==> config.mk <==
export PLATFORM = sky130hd
export DESIGN_NAME = rx_bit_timer
export DESIGN_NICKNAME = d
export VERILOG_FILES = /design/src/rtl/rx_bit_timer.sv
export SDC_FILE = /design/constraint.sdc
export NUM_CORES = 1
export LEC_CHECK = 0
export ABC_AREA = 1
export CAP_MARGIN = 5
export CELL_PAD_IN_SITES_DETAIL_PLACEMENT = 0
export CELL_PAD_IN_SITES_GLOBAL_PLACEMENT = 2
export CORE_MARGIN = 1.5
export CORE_UTILIZATION = 33
export DETAILED_ROUTE_END_ITERATION = 8
export DONT_BUFFER_PORTS = 1
export GPL_TIMING_DRIVEN = 0
export PLACE_DENSITY_LB_ADDON = 0.1
export SYNTH_ARGS = -nofsm -noshare
export SYNTH_HDL_FRONTEND = slang
export SYNTH_SLANG_ARGS = --single-unit
==> constraint.sdc <==
create_clock -name clk -period 1.6 [get_ports clk]
set_clock_uncertainty 0.05 [all_clocks]
set_input_delay 0.16 -clock clk [delete_from_list [all_inputs] [get_ports clk]]
set_output_delay 0.16 -clock clk [all_outputs]
set_load 0.02 [all_outputs]
==> src/rtl/rx_bit_timer.sv <==
// USB receive bit-timing recovery: locks onto d_edge pulses, strobes shift_enable
// once per bit at a fixed phase, and counts bits into bytes.
//
// state     | meaning
// ----------+----------------------------------------------
// IDLE      | receiver disabled, counters held at zero
// WAIT_EDGE | enabled, waiting for the first d_plus edge
// RUN       | bit timing acquired, phase counter free-running
module rx_bit_timer #(
   parameter int CLKS_PER_BIT = 8,
   parameter int SAMPLE_PHASE = 3
) (
   input  logic       clk,
   input  logic       rst,
   input  logic       enable,
   input  logic       d_edge,
   output logic       shift_enable,
   output logic [2:0] bit_count,
   output logic       byte_received,
   output logic       locked
);

   localparam int PW = $clog2(CLKS_PER_BIT);
   localparam logic [PW-1:0] PH_LAST   = PW'(CLKS_PER_BIT - 1);
   localparam logic [PW-1:0] PH_SAMPLE = PW'(SAMPLE_PHASE);
   localparam logic [PW-1:0] PH_ONE    = PW'(1);

   typedef enum logic [1:0] {
      IDLE,
      WAIT_EDGE,
      RUN
   } state_t;

   state_t        state, state_nxt;
   logic [PW-1:0] phase, phase_nxt;
   logic [2:0]    bit_count_nxt;
   logic          byte_received_nxt;

   always_ff @(posedge clk) begin
      if (rst) begin
         state         <= IDLE;
         phase         <= '0;
         bit_count     <= 3'd0;
         byte_received <= 1'b0;
         locked        <= 1'b0;
      end else begin
         state         <= state_nxt;
         phase         <= phase_nxt;
         bit_count     <= bit_count_nxt;
         byte_received <= byte_received_nxt;
         locked        <= (state_nxt == RUN);
      end
   end

   // The cycle carrying d_edge is phase 0, so an edge always reloads phase 1.
   always_comb begin
      state_nxt         = state;
      phase_nxt         = '0;
      bit_count_nxt     = bit_count;
      byte_received_nxt = 1'b0;
      shift_enable      = (state == RUN) && enable && (phase == PH_SAMPLE);

      case (state)
         IDLE: begin
            bit_count_nxt = 3'd0;
            if (enable) state_nxt = WAIT_EDGE;
         end
         WAIT_EDGE: begin
            bit_count_nxt = 3'd0;
            if (!enable) begin
               state_nxt = IDLE;
            end else if (d_edge) begin
               state_nxt = RUN;
               phase_nxt = PH_ONE;
            end
         end
         RUN: begin
            if (!enable) begin
               state_nxt     = IDLE;
               bit_count_nxt = 3'd0;
            end else begin
               if (d_edge)                phase_nxt = PH_ONE;
               else if (phase == PH_LAST) phase_nxt = '0;
               else                       phase_nxt = phase + PH_ONE;
               if (shift_enable) begin
                  bit_count_nxt     = bit_count + 3'd1;
                  byte_received_nxt = (bit_count == 3'd7);
               end
            end
         end
         default: state_nxt = IDLE;
      endcase
   end

endmodule
==> summary.txt <==
Cells and area
  • Fraction of layout cells with a size suffix above 1: 10.3%
  • Synthesis-to-finish area growth: 11.7%
  • Number of inserted diodes: 0
  • Final nets: 92
  • Non-filler instance count after layout: 94

Critical path
  • Worst path arrival time: 1290 ps
  • Capture point of the worst path: shift_enable
  • Startpoint-to-endpoint class of the critical path: reg2out
  • Kind of launch point of the worst setup path: flip-flop
  • R2r worst-path depth: 7
  • Source of the worst register-to-register timing path: state[0]
  • Slowest CP cell: sky130_fd_sc_hd__dfxtp_1
  • Critical path capture point type: primary output
  • Critical path, cell by cell: inv_1 -> ha_1 -> nand2_4 -> nor2_4
  • Required arrival time at the worst endpoint: 1390 ps
  • Origin of the worst setup path: state[0]
  • End of the worst register-to-register path: bit_count[0]
  • Flop-to-flop setup slack: 230 ps
  • Largest incremental delay on the critical path: 330 ps
  • Critical Path Fanout Max: 5

Logic synthesis
  • Multiplexer fraction of the synthesized cell area: 0%
  • Simple-gate portion of the synthesized area: 27.6%
  • Yosys warning total: 0
  • Instance count of the mapped netlist: 73
  • Synth Net Count: 86
  • Post-synthesis compound-gate area fraction: 5.96%
  • Xor and xnor fraction of the mapped netlist area: 0%
  • Main combinational cell family by area after synthesis: simple AND/OR/NAND/NOR gates
  • Post-synthesis sequential element count: 10
  • Register area share after synthesis: 35.3%
  • Post-synthesis adder-cell area fraction: 19.9%
  • Unique cell type count in the Yosys netlist: 16
  • Total standard cell area after synthesis: 567 um2
  • Syn avg cell area: 7.76 um2

CTS
  • Number of setup buffers added after CTS: 0
  • TritonCTS Buffers: 3
  • Clock latency on the worst-skew pair: 260 ps
  • CTS H-Tree Depth: 1
  • Number of gates given a new drive strength after cts: 0
  • CTS clk-pin slew, worst paths: 70 ps
  • Cell chosen for the clock root: sky130_fd_sc_hd__clkbuf_4
  • Number of sinks on the clock net: 10
  • TritonCTS clock tree: yes
  • Number of buffers on the longest clock path: 2

Die
  • Core Footprint: 0.00156 mm2
  • Die boundary height: 44.4 um
  • Die Area: 0.00198 mm2
  • Starting utilization of the core area: 36.4%
  • IO Count: 10
  • Count of standard-cell rows: 14
  • Floorplan die width: 44.4 um

Routing
  • Final wirelength: 1030 um
  • Detail-routed via count per cell: 4.84
  • Initial DRT Pass Iterations: 6
  • Remaining routing DRC violations: 0
  • First-iteration detailed-routing DRC count: 11
  • Routed via count: 455
  • Number of routed nets with antenna violations: 0
  • Post-DR wirelength/cell: 10.9 um

Global route
  • Total global routing overflow: 0
  • Vias in the first global route: 430
  • Initial antenna violation count: 0
  • Maximum number of pins on one net before global-route repair: 9
  • Wire length of the first global-routing pass: 1760 um
  • Tot GR Track Use: 12.5%

Timing
  • Max Clock Freq: 0.666 GHz
  • Part of the cycle the worst path needs: 93.9%
  • Number of setup violations in the final report: 0
  • Summed negative setup slack over all endpoints: 0 ps
  • Worst Tran Pin Value: 288 ps
  • Number of pins exceeding their max-slew limit in the final report: 0
  • Rel. slew slack: 80.8%
  • Final Hold Fails: 0
  • Clock period minus final worst setup slack: 1500 ps
  • RSZ-0062 raised after global routing: false

Placement
  • HPWL reported at the end of detailed placement: 787 um
  • Dpl cells: 89
  • Weighted congestion reported at the end of routability-driven placement: 0.703
  • Count of buffers from port buffering: 0

Hold path
  • Class of the worst hold path: in2reg
  • Worst Hold Path Cells: 3

Status
  • Status: completed

Flow run
  • Number of violations of the max-capacitance limit: 0

Power and ir drop
  • LEAKAGE: 0.318 nW
  • Power per Cell Area: 886 mW/mm2
  • Worst ir drop on vdd: 0.324 mV
[cells by family (layout without fill, tap and decap cells)]
group,Yosys count,in the layout
compound gates,6,6
fa+ha+maj,9,9
buf+inv,15,20
flops,10,10
simple gates,33,33
[flip-flops by register name, summed over array words and instances (netlist names)]
register	flops
bit_count	3
phase	3
state	2
byte_received	1
locked	1
[what timing repair did]
action	CTS	global route
hold endpoints to repair	3	0
hold buffers	1	0
setup endpoints to repair	0	0
[worst min-delay path by stage]
stage	start	to	slack [ps]
floorplan	rst	bit_count[1]	180
global placement	rst	bit_count[2]	180
detailed placement	rst	bit_count[2]	180
CTS	rst	phase[0]	1
global route	rst	phase[0]	10
finish	rst	bit_count[0]	10
[power breakdown]
part / switching, mW / internal (mW) / leakage, nW
clock: 0.0921 / 0.138 / 0.0210
sequential: 0.00499 / 0.254 / 0.0808
combinational: 0.0440 / 0.0276 / 0.217
total: 0.141 / 0.420 / 0.318
[per-layer routing]
metal / share of wire (%) / up-vias / GRT usage [%] / wire, um
li1: - / 238 / - / -
met1: 50 / 211 / 15.1 / 518
met2: 46 / 6 / 19.7 / 476
met3: 3.3 / 0 / 3.67 / 34
met4: 0 / 0 / 7.27 / 0
met5: 0 / - / 0 / 0
[critical path, delay by kind of cell (launching register included)]
family | cells | cell delay, ps
buffers and inverters | 1 | 100
AND/OR/NAND/NOR | 2 | 320
adder cells (fa/ha/maj) | 1 | 280
flip-flops | 1 | 330
[through the flow]
step	hold slack, ps	power, mW	area (um2)	worst slack, ps	utilization [%]
after global placement	181	0.335	587	248	37.6
after global routing	13.4	0.591	633	41.5	40.6
after CTS	1.05	0.573	633	89.8	40.6
after floorplan	179	0.321	567	319	-
after detailed placement	182	0.334	587	242	37.6
final	10.9	0.561	633	97.5	40.6
[placed cells by master (no fill, tap or decap), drive strengths merged]
cell type | netlist | final
nor4 | 1 | 1
nand2 | 15 | 15
o21ai | 1 | 1
dfxtp | 10 | 10
nor2 | 7 | 7
nand3 | 7 | 7
inv | 14 | 14
ha | 9 | 9
a21oi | 5 | 5
clkbuf | 0 | 4
buf | 1 | 1
nor3 | 1 | 1
and2 | 1 | 1
dlygate4sd3 | 0 | 1
or2 | 1 | 1
[synth_stat cells]
cell                      number  share of area (%)
sky130_fd_sc_hd__nor2_1        6                4.0
sky130_fd_sc_hd__nand2_1      14                9.3
sky130_fd_sc_hd__ha_1          9                 20
sky130_fd_sc_hd__or2_1         1                1.1
sky130_fd_sc_hd__dfxtp_1      10                 35
sky130_fd_sc_hd__nand3_1       7                6.2
sky130_fd_sc_hd__nor4_1        1                1.1
sky130_fd_sc_hd__nand2_4       1                2.0
sky130_fd_sc_hd__a21oi_2       1                1.5
sky130_fd_sc_hd__inv_1        14                9.3
sky130_fd_sc_hd__and2_1        1                1.1
sky130_fd_sc_hd__o21ai_0       1               0.88
sky130_fd_sc_hd__a21oi_1       4                3.5
sky130_fd_sc_hd__buf_6         1                2.0
sky130_fd_sc_hd__nor3_1        1               0.88
sky130_fd_sc_hd__nor2_4        1                2.0
[cell type report]
cell class,instances,area [um2]
plain buffers,1,11.3
clock buffers,4,36.3
fillers,169,926
well taps,16,20.0
inverters,14,52.6
repair buffers,1,10.0
flip-flops and latches,10,200
multi-input cells,48,303
(Power assumes the default switching activity.)
